**src/rtl/axi_lite_pkg.sv**
```systemverilog
// Shared AXI-Lite definitions used by every subordinate in the codebase.
package axi_lite_pkg;

  typedef enum logic [1:0] {
    RESP_OKAY   = 2'd0,
    RESP_EXOKAY = 2'd1,
    RESP_SLVERR = 2'd2,
    RESP_DECERR = 2'd3
  } resp_t;

endpackage

```
**src/rtl/gpio_regs_pkg.sv**
```systemverilog
// Register map of the GPIO block; offsets are 8-byte aligned, decoded on addr[5:3].
package gpio_regs_pkg;

  localparam logic [5:0] OFF_LED       = 6'h00;
  localparam logic [5:0] OFF_SW        = 6'h08;
  localparam logic [5:0] OFF_BTN_LEVEL = 6'h10;
  localparam logic [5:0] OFF_BTN_EVENT = 6'h18;
  localparam logic [5:0] OFF_SCRATCH   = 6'h20;

  localparam int unsigned NUM_SW  = 8;
  localparam int unsigned NUM_BTN = 5;

endpackage

```
**src/rtl/axi_lite_if.sv**
```systemverilog
// AXI-Lite bus bundle (aw/w/b/ar/r) with manager and subordinate views.
interface axi_lite_if #(
  parameter int ID_WIDTH   = 1,
  parameter int ADDR_WIDTH = 64,
  parameter int DATA_WIDTH = 64,
  parameter int STRB_WIDTH = DATA_WIDTH / 8
) (
  input logic aclk
);

  logic [ID_WIDTH-1:0]   awid;
  logic [ADDR_WIDTH-1:0] awaddr;
  logic                  awvalid;
  logic                  awready;
  logic [DATA_WIDTH-1:0] wdata;
  logic [STRB_WIDTH-1:0] wstrb;
  logic                  wvalid;
  logic                  wready;
  logic [ID_WIDTH-1:0]   bid;
  logic [1:0]            bresp;
  logic                  bvalid;
  logic                  bready;
  logic [ID_WIDTH-1:0]   arid;
  logic [ADDR_WIDTH-1:0] araddr;
  logic                  arvalid;
  logic                  arready;
  logic [ID_WIDTH-1:0]   rid;
  logic [DATA_WIDTH-1:0] rdata;
  logic [1:0]            rresp;
  logic                  rvalid;
  logic                  rready;

  modport master (
    input  aclk,
    output awid, awaddr, awvalid, input awready,
    output wdata, wstrb, wvalid, input wready,
    input  bid, bresp, bvalid, output bready,
    output arid, araddr, arvalid, input arready,
    input  rid, rdata, rresp, rvalid, output rready
  );

  modport slave (
    input  aclk,
    input  awid, awaddr, awvalid, output awready,
    input  wdata, wstrb, wvalid, output wready,
    output bid, bresp, bvalid, input bready,
    input  arid, araddr, arvalid, output arready,
    output rid, rdata, rresp, rvalid, input rready
  );

endinterface

```
**src/rtl/sync_2ff.sv**
```systemverilog
// Two-flop synchronizer for asynchronous level inputs, one chain per bit.
module sync_2ff #(
  parameter int WIDTH = 1
) (
  input  logic             clk,
  input  logic             rst,
  input  logic [WIDTH-1:0] d,
  output logic [WIDTH-1:0] q
);

  logic [WIDTH-1:0] meta;

  always_ff @(posedge clk) begin
    if (rst) begin
      meta <= '0;
      q    <= '0;
    end else begin
      meta <= d;
      q    <= meta;
    end
  end

endmodule

```
**src/rtl/axi_lite_gpio_regs.sv**
```systemverilog
// AXI-Lite GPIO register block: LEDs, switches, buttons with sticky W1C edge flags, scratch.
module axi_lite_gpio_regs
  import axi_lite_pkg::*;
  import gpio_regs_pkg::*;
#(
  parameter int ID_WIDTH   = 1,
  parameter int ADDR_WIDTH = 64,
  parameter int DATA_WIDTH = 64,
  parameter int STRB_WIDTH = DATA_WIDTH / 8
) (
  input  logic               aclk,
  input  logic               areset,
  axi_lite_if.slave          s_axi,
  output logic [7:0]         leds,
  input  logic [NUM_SW-1:0]  sw,
  input  logic [NUM_BTN-1:0] btn
);

  logic [NUM_SW-1:0]  sw_s;
  logic [NUM_BTN-1:0] btn_s, btn_prev, btn_rise, btn_clr, btn_evt;

  sync_2ff #(.WIDTH(NUM_SW))  u_sw_sync  (.clk(aclk), .rst(areset), .d(sw),  .q(sw_s));
  sync_2ff #(.WIDTH(NUM_BTN)) u_btn_sync (.clk(aclk), .rst(areset), .d(btn), .q(btn_s));

  logic                  rdy_en, aw_held, w_held, bvalid, rvalid;
  logic [ADDR_WIDTH-1:0] aw_addr, wr_addr;
  logic [ID_WIDTH-1:0]   aw_id, wr_id, bid, rid;
  logic [DATA_WIDTH-1:0] w_data, wr_data, scratch, rdata, rd_data;
  logic [STRB_WIDTH-1:0] w_strb, wr_strb;
  logic [7:0]            led;
  resp_t                 bresp, rresp, wr_resp, rd_resp;
  logic                  awready, wready, arready, aw_take, w_take, commit;

  function automatic logic addr_bad(input logic [ADDR_WIDTH-1:0] a);
    return (a[ADDR_WIDTH-1:6] != '0) || (a[5:3] > 3'd4);
  endfunction

  function automatic logic [5:0] reg_off(input logic [ADDR_WIDTH-1:0] a);
    return {a[5:3], 3'b000};
  endfunction

  assign awready  = rdy_en && !aw_held && !bvalid;
  assign wready   = rdy_en && !w_held && !bvalid;
  assign arready  = rdy_en && !rvalid;
  assign aw_take  = s_axi.awvalid && awready;
  assign w_take   = s_axi.wvalid && wready;
  assign btn_rise = btn_s & ~btn_prev;

  // Commit on the same edge the last of AW/W arrives, using the incoming beat if not yet held.
  always_comb begin
    wr_addr = aw_held ? aw_addr : s_axi.awaddr;
    wr_id   = aw_held ? aw_id   : s_axi.awid;
    wr_data = w_held  ? w_data  : s_axi.wdata;
    wr_strb = w_held  ? w_strb  : s_axi.wstrb;
    commit  = (aw_held || aw_take) && (w_held || w_take) && !bvalid;
    wr_resp = RESP_OKAY;
    if (addr_bad(wr_addr))
      wr_resp = RESP_DECERR;
    else if (reg_off(wr_addr) == OFF_SW || reg_off(wr_addr) == OFF_BTN_LEVEL)
      wr_resp = RESP_SLVERR;
    btn_clr = '0;
    if (commit && wr_resp == RESP_OKAY && reg_off(wr_addr) == OFF_BTN_EVENT && wr_strb[0])
      btn_clr = wr_data[NUM_BTN-1:0];
  end

  always_comb begin
    rd_data = '0;
    rd_resp = RESP_OKAY;
    if (addr_bad(s_axi.araddr)) begin
      rd_resp = RESP_DECERR;
    end else begin
      case (reg_off(s_axi.araddr))
        OFF_LED:       rd_data[7:0]         = led;
        OFF_SW:        rd_data[NUM_SW-1:0]  = sw_s;
        OFF_BTN_LEVEL: rd_data[NUM_BTN-1:0] = btn_s;
        OFF_BTN_EVENT: rd_data[NUM_BTN-1:0] = btn_evt;
        OFF_SCRATCH:   rd_data              = scratch;
        default:       rd_data              = '0;
      endcase
    end
  end

  always_ff @(posedge aclk) begin
    if (areset) begin
      rdy_en   <= 1'b0;
      aw_held  <= 1'b0;
      w_held   <= 1'b0;
      aw_addr  <= '0;
      aw_id    <= '0;
      w_data   <= '0;
      w_strb   <= '0;
      bvalid   <= 1'b0;
      bid      <= '0;
      bresp    <= RESP_OKAY;
      rvalid   <= 1'b0;
      rid      <= '0;
      rdata    <= '0;
      rresp    <= RESP_OKAY;
      led      <= '0;
      scratch  <= '0;
      btn_prev <= '0;
      btn_evt  <= '0;
    end else begin
      rdy_en   <= 1'b1;
      btn_prev <= btn_s;
      // Set wins over a coincident clear.
      btn_evt  <= (btn_evt & ~btn_clr) | btn_rise;

      if (aw_take) begin
        aw_held <= 1'b1;
        aw_addr <= s_axi.awaddr;
        aw_id   <= s_axi.awid;
      end
      if (w_take) begin
        w_held <= 1'b1;
        w_data <= s_axi.wdata;
        w_strb <= s_axi.wstrb;
      end
      if (commit) begin
        aw_held <= 1'b1;
        w_held  <= 1'b1;
        bvalid  <= 1'b1;
        bid     <= wr_id;
        bresp   <= wr_resp;
        if (wr_resp == RESP_OKAY) begin
          case (reg_off(wr_addr))
            OFF_LED: if (wr_strb[0]) led <= wr_data[7:0];
            OFF_SCRATCH:
              for (int unsigned i = 0; i < STRB_WIDTH; i++)
                if (wr_strb[i]) scratch[8*i +: 8] <= wr_data[8*i +: 8];
            default: ;
          endcase
        end
      end
      if (bvalid && s_axi.bready) begin
        bvalid  <= 1'b0;
        aw_held <= 1'b0;
        w_held  <= 1'b0;
      end

      if (s_axi.arvalid && arready) begin
        rvalid <= 1'b1;
        rid    <= s_axi.arid;
        rdata  <= rd_data;
        rresp  <= rd_resp;
      end else if (rvalid && s_axi.rready) begin
        rvalid <= 1'b0;
      end
    end
  end

  assign s_axi.awready = awready;
  assign s_axi.wready  = wready;
  assign s_axi.bvalid  = bvalid;
  assign s_axi.bid     = bid;
  assign s_axi.bresp   = bresp;
  assign s_axi.arready = arready;
  assign s_axi.rvalid  = rvalid;
  assign s_axi.rid     = rid;
  assign s_axi.rdata   = rdata;
  assign s_axi.rresp   = rresp;
  assign leds          = led;

  logic unused;
  assign unused = ^{s_axi.aclk, wr_addr[2:0], s_axi.araddr[2:0]};

endmodule
```
**src/flat_wrapper.sv**
```systemverilog
// flat-port wrapper written by rule: the top's interface ports become plain ports
module axi_lite_gpio_regs_flat import axi_lite_pkg::*; import gpio_regs_pkg::*;
#(
  parameter int ID_WIDTH   = 1,
  parameter int ADDR_WIDTH = 64,
  parameter int DATA_WIDTH = 64,
  parameter int STRB_WIDTH = DATA_WIDTH / 8
)
  (aclk, areset, leds, sw, btn, s_axi_awid, s_axi_awaddr, s_axi_awvalid, s_axi_awready, s_axi_wdata, s_axi_wstrb, s_axi_wvalid, s_axi_wready, s_axi_bid, s_axi_bresp, s_axi_bvalid, s_axi_bready, s_axi_arid, s_axi_araddr, s_axi_arvalid, s_axi_arready, s_axi_rid, s_axi_rdata, s_axi_rresp, s_axi_rvalid, s_axi_rready);
  axi_lite_if #(.ID_WIDTH(ID_WIDTH), .ADDR_WIDTH(ADDR_WIDTH), .DATA_WIDTH(DATA_WIDTH), .STRB_WIDTH(STRB_WIDTH)) s_axi_i (.aclk(aclk));
  input  logic aclk;
  input  logic areset;
  output logic [7:0] leds;
  input  logic [NUM_SW-1:0] sw;
  input  logic [NUM_BTN-1:0] btn;
  input wire logic [$bits(s_axi_i.awid)-1:0] s_axi_awid;
  input wire logic [$bits(s_axi_i.awaddr)-1:0] s_axi_awaddr;
  input wire logic [$bits(s_axi_i.awvalid)-1:0] s_axi_awvalid;
  output wire logic [$bits(s_axi_i.awready)-1:0] s_axi_awready;
  input wire logic [$bits(s_axi_i.wdata)-1:0] s_axi_wdata;
  input wire logic [$bits(s_axi_i.wstrb)-1:0] s_axi_wstrb;
  input wire logic [$bits(s_axi_i.wvalid)-1:0] s_axi_wvalid;
  output wire logic [$bits(s_axi_i.wready)-1:0] s_axi_wready;
  output wire logic [$bits(s_axi_i.bid)-1:0] s_axi_bid;
  output wire logic [$bits(s_axi_i.bresp)-1:0] s_axi_bresp;
  output wire logic [$bits(s_axi_i.bvalid)-1:0] s_axi_bvalid;
  input wire logic [$bits(s_axi_i.bready)-1:0] s_axi_bready;
  input wire logic [$bits(s_axi_i.arid)-1:0] s_axi_arid;
  input wire logic [$bits(s_axi_i.araddr)-1:0] s_axi_araddr;
  input wire logic [$bits(s_axi_i.arvalid)-1:0] s_axi_arvalid;
  output wire logic [$bits(s_axi_i.arready)-1:0] s_axi_arready;
  output wire logic [$bits(s_axi_i.rid)-1:0] s_axi_rid;
  output wire logic [$bits(s_axi_i.rdata)-1:0] s_axi_rdata;
  output wire logic [$bits(s_axi_i.rresp)-1:0] s_axi_rresp;
  output wire logic [$bits(s_axi_i.rvalid)-1:0] s_axi_rvalid;
  input wire logic [$bits(s_axi_i.rready)-1:0] s_axi_rready;
  assign s_axi_i.awid = s_axi_awid;
  assign s_axi_i.awaddr = s_axi_awaddr;
  assign s_axi_i.awvalid = s_axi_awvalid;
  assign s_axi_awready = s_axi_i.awready;
  assign s_axi_i.wdata = s_axi_wdata;
  assign s_axi_i.wstrb = s_axi_wstrb;
  assign s_axi_i.wvalid = s_axi_wvalid;
  assign s_axi_wready = s_axi_i.wready;
  assign s_axi_bid = s_axi_i.bid;
  assign s_axi_bresp = s_axi_i.bresp;
  assign s_axi_bvalid = s_axi_i.bvalid;
  assign s_axi_i.bready = s_axi_bready;
  assign s_axi_i.arid = s_axi_arid;
  assign s_axi_i.araddr = s_axi_araddr;
  assign s_axi_i.arvalid = s_axi_arvalid;
  assign s_axi_arready = s_axi_i.arready;
  assign s_axi_rid = s_axi_i.rid;
  assign s_axi_rdata = s_axi_i.rdata;
  assign s_axi_rresp = s_axi_i.rresp;
  assign s_axi_rvalid = s_axi_i.rvalid;
  assign s_axi_i.rready = s_axi_rready;
  axi_lite_gpio_regs #(.ID_WIDTH(ID_WIDTH), .ADDR_WIDTH(ADDR_WIDTH), .DATA_WIDTH(DATA_WIDTH), .STRB_WIDTH(STRB_WIDTH)) u_core (.aclk(aclk), .areset(areset), .s_axi(s_axi_i), .leds(leds), .sw(sw), .btn(btn));
endmodule
```
**config.mk**
```make
export PLATFORM = sky130hd
export DESIGN_NAME = axi_lite_gpio_regs_flat
export DESIGN_NICKNAME = d
export VERILOG_FILES = /design/src/rtl/axi_lite_pkg.sv /design/src/rtl/gpio_regs_pkg.sv /design/src/rtl/axi_lite_if.sv /design/src/rtl/sync_2ff.sv /design/src/rtl/axi_lite_gpio_regs.sv /design/src/flat_wrapper.sv
export SDC_FILE = /design/constraint.sdc
export NUM_CORES = 1
export LEC_CHECK = 0
export CAP_MARGIN = 10
export CORE_AREA = 2 2 166 168
export DETAILED_ROUTE_END_ITERATION = 16
export DIE_AREA = 0 0 168 170
export MAX_ROUTING_LAYER = met4
export PLACE_DENSITY_LB_ADDON = 0.12
export SETUP_SLACK_MARGIN = 0.4
export SLEW_MARGIN = 30
export SYNTH_ARGS = -nofsm -noshare
export SYNTH_HDL_FRONTEND = slang
export SYNTH_SLANG_ARGS = --single-unit
export TNS_END_PERCENT = 20
```
**constraint.sdc**
```tcl
create_clock -name aclk -period 3 [get_ports aclk]
set_clock_uncertainty 0.15 [all_clocks]
set_input_delay 0.75 -clock aclk [delete_from_list [all_inputs] [get_ports aclk]]
set_output_delay 0.75 -clock aclk [all_outputs]
set_load 0.01 [all_outputs]
```
==> flow_summary_export.csv, run 1 <==
group,metric,value,unit
floorplan,core_area,0.02665,mm²
run,cap_violations,0,
grt,gr-usage-all-layers,27.42,%
detailed_routing,first_iter_violations,1065,
yosys,synth.avg_cell_area,8.081,µm²
timing,max-slew-margin-rel,58.56,%
yosys,yosysSeqAreaShare,47.82,%
yosys,yosys.area.top_type,"dfxtp_1",
yosys,synth_cell_type_count,41,
timing,setup_viol,0,
place,gp_congestion,0.8506,
timing,min_period,2.592,ns
cts,clockBufferDepth,3,
detailed_routing,drt_wl_total,40220,µm
floorplan,dieArea,0.02856,mm²
grt,grt_pass1_wl,62690,µm
setup_path,critPathLaunch,"s_axi_awaddr[10]",
timing,fin_crit_sh,86.40,%
yosys,syn_area,0.01323,mm²
detailed_routing,antenna_left,0,
detailed_routing,drc,0,
floorplan,rows,60,
setup_path,crit_path_start_kind,"input pin",
floorplan,die_w,168,µm
worst_hold_path,holdCritPathClass,"flop to flop",
yosys,synth_nets,1859,
detailed_routing,viasPerCell,5.768,
setup_path,crit_fanout,8,
detailed_routing,wl_per_cell,17.70,µm
cells_and_area,synthToLayoutAreaGrowth,40.97,%
floorplan,initial_core_util,49.64,%
grt,grt_pass1_vias,12246,
cts,cts.sinks,316,
setup_path,r2r-start,"u_core.aw_held$_SDFFE_PP0P_",
cells_and_area,seq_area,0.006331,mm²
power_and_ir_drop,ir_worst_vdd,0.4307,mV
cts,cts-root-buf,"clkbuf_16",
setup_path,worstSetupEndpoint,"u_core.scratch[56]$_SDFFE_PP0P_",
setup_path,endpoint_kind,"flop",
setup_path,crit_arrival,2.85,ns
setup_path,r2r_slack,0.41,ns
detailed_routing,via_count,13106,
floorplan,io_pins,305,
power_and_ir_drop,leakagePower,0.006513,µW
detailed_routing,drtPass1Iterations,5,
setup_path,crit_type,"input pin to flop",
outcome,run_status,"completed",
yosys,synthCells,1637,
cts,cts_tree,"built",
yosys,synth_top_area_share,47.82,%
cts,ctsHoldBuffers,0,
place,io_buffers,298,
place,hpwl,25910,µm
cells_and_area,postLayoutCoreUtil,69.98,%
grt,grt_max_degree,121,
cts,clock_latency,0.51,ns
grt,antenna_found_initial,5,
cts,cts_htree_levels,2,
timing,rsz0062_at_grt,"true",
timing,worst_pin_slew,0.6215,ns
setup_path,r2r_cells,8,
timing,hold_violations,0,
power_and_ir_drop,p_per_area,531.8,mW/mm²
yosys,netlist_top_cells_area,"dfxtp_1 48%, nand2_1 11%, a21oi_1 7.9%",
cells_and_area,fillers,2161,
power_and_ir_drop,power,9918,µW
setup_path,r2r_end,"u_core.scratch[51]$_SDFFE_PP0P_",
cells_and_area,drive_above_1_share,12.31,%
timing,max_freq,0.3858,GHz
cts,path_clk_slew,0.06,ns
setup_path,cp.required,3.25,ns
cells_and_area,nNetsFinal,2123,
grt,overflow,0,
yosys,synth.ff_latch_count,316,
yosys,yosysWarnings,0,
floorplan,dieHeight,170,µm
cells_and_area,multi_input_comb_area,0.006546,mm²
timing,maxSlewViolCount,0,
cts,numCtsBuffers,35,
==> metal layers <==
layer  track usage, %  wire [µm]  vias up
met4            9.225       1107        0
met3            4.186       2756       68
met2            44.13      19260      513
li1                 -          -     6382
met1            35.48      17090     6143
met5                -          0        -
==> cell families after synthesis <==
| kind of cell | count (synthesis) | synth area share (%) |
|---|---|---|
| simple gates | 636 | 22.24 |
| compound gates | 435 | 20.68 |
| flops | 316 | 47.82 |
| buf+inv | 210 | 6.204 |
| mux | 40 | 3.064 |
==> registers in the layout, indices dropped and copies added, names as in the netlist, 8 cells and up <==
signal and cells:
u_core.u_sw_sync.meta 8, u_core.leds 8, u_core.w_data 64, u_core.aw_addr 61, u_core.w_strb 8, u_core.scratch 64
u_core.s_axi.rdata 64, u_core.u_sw_sync.q 8
==> cell usage in the layout, fill, tap and decap left out, types with 39 or more instances in the layout <==
cell type	count
nand2_1	375
dfxtp_1	314
clkdlybuf4s50_1	250
a21oi_1	208
nand4_1	66
nand3_1	57
inv_1	57
o22ai_1	56
buf_4	55
a211oi_1	47
nor2b_1	39
clkbuf_16	39
==> critical path, cell delays in order <==
cell	delay, ns
dlygate4sd2_1	0.25
nor4_2	0.31
nand4_1	0.12
or3_4	0.43
buf_8	0.16
a221o_4	0.52
a221oi_2	0.29
==> power by group <==
part           leakage (µW)  switching [µW]  internal (µW)
Sequential          0.00257            67.3           4320
Combinational       0.00335             598            526
Clock              0.000594            1700           2710
Total               0.00651            2360           7550
==> cell usage after synthesis (all sizes together) <==
| cell type | instances |
|---|---|
| or2 | 5 |
| o211ai | 1 |
| a211oi | 58 |
| nor4b | 2 |
| nor4 | 36 |
| a41oi | 2 |
| nor2b | 41 |
| a221oi | 57 |
| clkinv | 1 |
| inv | 57 |
| a21o | 1 |
| a221o | 9 |
| and2 | 3 |
| o21ai | 23 |
| nand4bb | 1 |
| or3 | 4 |
| nand3 | 57 |
| or4b | 2 |
| mux2i | 36 |
| o2111ai | 14 |
| and3 | 2 |
| or4 | 1 |
| nand4 | 66 |
| dfxtp | 316 |
| nand2 | 380 |
| nor2 | 21 |
| a32oi | 3 |
| o22ai | 56 |
| clkbuf | 126 |
| mux2 | 4 |
| buf | 26 |
| nand2b | 9 |
| nor3 | 6 |
| a21oi | 208 |
| o21a | 3 |
==> final cells by class <==
type / instances / share of cell area (%)
diodes: 5 / 0.06709
clock buffers: 50 / 5.656
clock inverters: 12 / 0.7581
inverters: 58 / 1.167
multi-input cells: 1111 / 35.10
flip-flops and latches: 316 / 33.95
well taps: 341 / 2.288
repair buffers: 379 / 21.01
==> metrics by stage <==
step	std cells	hold slack, ns	instance area (µm²)	setup TNS, ns	setup slack, ns
6_report	2272	0.2852	18650	0	0.4079
5_1_grt	2272	0.3086	18650	0	0.2809
4_1_cts	2259	0.2857	18290	0	0.1942
3_5_place_dp	2190	0.2727	16810	-37.78	-0.5732
3_3_place_gp	2188	0.2660	16750	-35.71	-0.5140
2_1_floorplan	1637	0.2638	13240	0	0.4172
==> how the worst min path moves through the flow <==
stage | from | endpoint | cells after the start
floorplan | u_core.u_btn_sync.meta[0]$_SDFF_PP0_ | u_core.u_btn_sync.q[0]$_SDFF_PP0_ | 1
global placement | u_core.u_btn_sync.meta[3]$_SDFF_PP0_ | u_core.u_btn_sync.q[3]$_SDFF_PP0_ | 1
detailed placement | u_core.u_sw_sync.meta[2]$_SDFF_PP0_ | u_core.u_sw_sync.q[2]$_SDFF_PP0_ | 1
CTS | u_core.u_sw_sync.meta[4]$_SDFF_PP0_ | u_core.u_sw_sync.q[4]$_SDFF_PP0_ | 1
global route | u_core.u_sw_sync.meta[3]$_SDFF_PP0_ | u_core.u_sw_sync.q[3]$_SDFF_PP0_ | 1
finish | u_core.u_sw_sync.meta[4]$_SDFF_PP0_ | u_core.u_sw_sync.q[4]$_SDFF_PP0_ | 1
==> what timing repair did <==
item | CTS | global route
endpoints found under the setup margin | 82 | 114
cloned | 3 | 2
endpoints found under the hold margin | 0 | 0
pin swaps | 23 | 29
setup buffers | 4 | 6
gates resized for setup | 80 | 66
Power figures use the tool's default switching activity.
==> run 2, diff against run 1 <==
Clock period 3 ns to 2.9 ns, I/O delays scaled along.
==> flow_summary_export.csv, run 2 (same netlist as run 1, synthesis figures left out) <==
group,metric,value,unit
grt,overflow,0,
floorplan,initial_core_util,49.64,%
timing,min_period,2.562,ns
timing,max_freq,0.3903,GHz
cts,clock_latency,0.51,ns
setup_path,path_cells,"dlygate4sd2_1, or3_1, or3_4, buf_12, buf_12, a221o_4, a221oi_2",
setup_path,endpoint_kind,"flop",
cts,cts-root-buf,"clkbuf_16",
setup_path,crit_fanout,8,
run,cap_violations,0,
place,dp_cells,2197,
detailed_routing,drc,0,
cells_and_area,drive_above_1_share,14.12,%
detailed_routing,drtPass1Iterations,6,
setup_path,crit_path_start_kind,"input pin",
place,io_buffers,298,
floorplan,die_w,168,µm
setup_path,slowest_stage,"a221o_4",
cts,cts.sinks,316,
detailed_routing,first_iter_violations,1083,
cts,numCtsBuffers,34,
floorplan,dieHeight,170,µm
floorplan,dieArea,0.02856,mm²
timing,max-slew-margin-rel,52.47,%
cells_and_area,largestRegisters,"u_core.s_axi.rdata (64), u_core.scratch (64), u_core.w_data (64)",
place,hpwl,26160,µm
floorplan,core_area,0.02665,mm²
cells_and_area,synthToLayoutAreaGrowth,42.23,%
cells_and_area,fin_area,0.01882,mm²
timing,rsz0062_at_grt,"true",
outcome,run_status,"completed",
grt,met1_usage,34.96,%
cells_and_area,fillers,2098,
power_and_ir_drop,pwr-share-clk,44.9,%
cells_and_area,nNetsFinal,2131,
power_and_ir_drop,p_per_area,552.1,mW/mm²
timing,worst_pin_slew,0.7129,ns
floorplan,io_pins,305,
cts,clockBufferDepth,3,
detailed_routing,wl_per_cell,17.70,µm
grt,gr-usage-all-layers,27.06,%
setup_path,crit_top_cell,"buf_12",
setup_path,crit_type,"input pin to flop",
cts,path_clk_slew,0.06,ns
grt,grt_pass1_vias,12066,
setup_path,crit_arrival,2.84,ns
grt,use_met3,4.372,%
floorplan,rows,60,
timing,hold_ws,0.2848,ns
timing,setup_viol,0,
place,gp_congestion,0.8441,
detailed_routing,antenna_left,0,
power_and_ir_drop,internal-power,7944,µW
timing,fin_crit_sh,88.34,%
timing,worst_slack,0.3382,ns
grt,grt_max_degree,134,
cells_and_area,multi_input_comb_area,0.006714,mm²
grt,grt_util_met2,43.51,%
timing,maxSlewViolCount,0,
grt,grt_pass1_wl,61520,µm
place,placed_cell_area,0.01689,mm²
power_and_ir_drop,leakagePower,0.006527,µW
cells_and_area,final_common_cell,"nand2_1",
timing,hold_violations,0,
setup_path,cp.required,3.18,ns
cells_and_area,stdcell_count,2276,
cts,cts_htree_levels,2,
cts,cts_tree,"built",
worst_hold_path,holdCritPathClass,"flop to flop",
detailed_routing,via_count,13070,
cts,ctsHoldBuffers,0,
detailed_routing,viasPerCell,5.743,
detailed_routing,drt_wl_total,40280,µm
power_and_ir_drop,power.switching,2445,µW
setup_path,critPathMaxStageDelay,0.51,ns
power_and_ir_drop,ir_worst_vdd,0.4145,mV
power_and_ir_drop,power_frac_comb,11.4,%
timing,setup_tns,0,ns
grt,antenna_found_initial,2,
power_and_ir_drop,seqPwrFrac,43.7,%
cells_and_area,seq_area,0.006331,mm²
setup_path,cpLargestDelayFamily,"simple AND/OR/NAND/NOR gates",
setup_path,cp.buffers_inverters,3,
cells_and_area,final_cell_mix,"375 x nand2_1, 314 x dfxtp_1, 248 x clkdlybuf4s50_1",
place,dp_slack,-0.6184,ns
grt,busiest_layer,"met2",
power_and_ir_drop,switching_share,23.53,%
[run 2: changes by cell type in the layout (fill, tap and decap cells not counted), moves of 10 or more]
cell             change
a221oi_1            -12
clkdlybuf4s15_1     +10
dlygate4sd2_1       -11
buf_4               +10
a221oi_2            +12
[run 2: worst reg2reg max path, stage by stage, from the launching register on]
cell       delay (ns)
dfxtp_4          0.39
or4b_1           0.48
nor3_2           0.12
nand4_1          0.19
clkbuf_16        0.26
a221o_4          0.49
a221oi_1         0.31
[run 2: layer usage]
metal	wire, µm	part of all wire, %
met1	17320	43
met2	19320	48
met3	2487	6.2
met4	1148	2.9
met5	0	0
[run 2: path summary, 6_finish.rpt]
path,cells after the start,slack [ns],end,start
max,7,0.34,u_core.scratch[48]$_SDFFE_PP0P_,s_axi_awaddr[32]
min,1,0.28,u_core.u_sw_sync.q[4]$_SDFF_PP0_,u_core.u_sw_sync.meta[4]$_SDFF_PP0_
max reg2reg,6,0.40,u_core.scratch[19]$_SDFFE_PP0P_,u_core.aw_held$_SDFFE_PP0P_
min reg2reg,1,0.28,u_core.u_sw_sync.q[4]$_SDFF_PP0_,u_core.u_sw_sync.meta[4]$_SDFF_PP0_
[run 2: cell type report]
type / instances / area share [%]
Sequential cell: 316 / 33.65
Inverter: 58 / 1.157
Multi-Input combinational cell: 1112 / 35.68
Tap cell: 341 / 2.268
Antenna cell: 2 / 0.02660
Timing Repair Buffer: 387 / 20.74
Clock buffer: 46 / 5.247
Clock inverter: 14 / 1.230
[run 2: power by group through the flow]
stage               clock, µW  combinational [µW]  sequential (µW)
finish                   4670                1180             4540
detailed placement          0                1130             4630
CTS                      4720                1150             4530
global route             4900                1280             4550
global placement            0                1100             4630
floorplan                   0                 540             4610
[run 2: metrics by stage]
step           utilization, %  power [µW]
6_report                70.60       10390
5_1_grt                 70.60       10720
4_1_cts                 69.27       10400
3_5_place_dp            63.39        5762
3_3_place_gp            63.18        5726
2_1_floorplan               -        5154
[run 2: what timing repair did]
item | in CTS | in global routing
setup buffers | 10 | 4
pin swaps | 43 | 35
cloned | 1 | 2
resized for setup | 134 | 80
endpoints found under the setup margin | 82 | 81
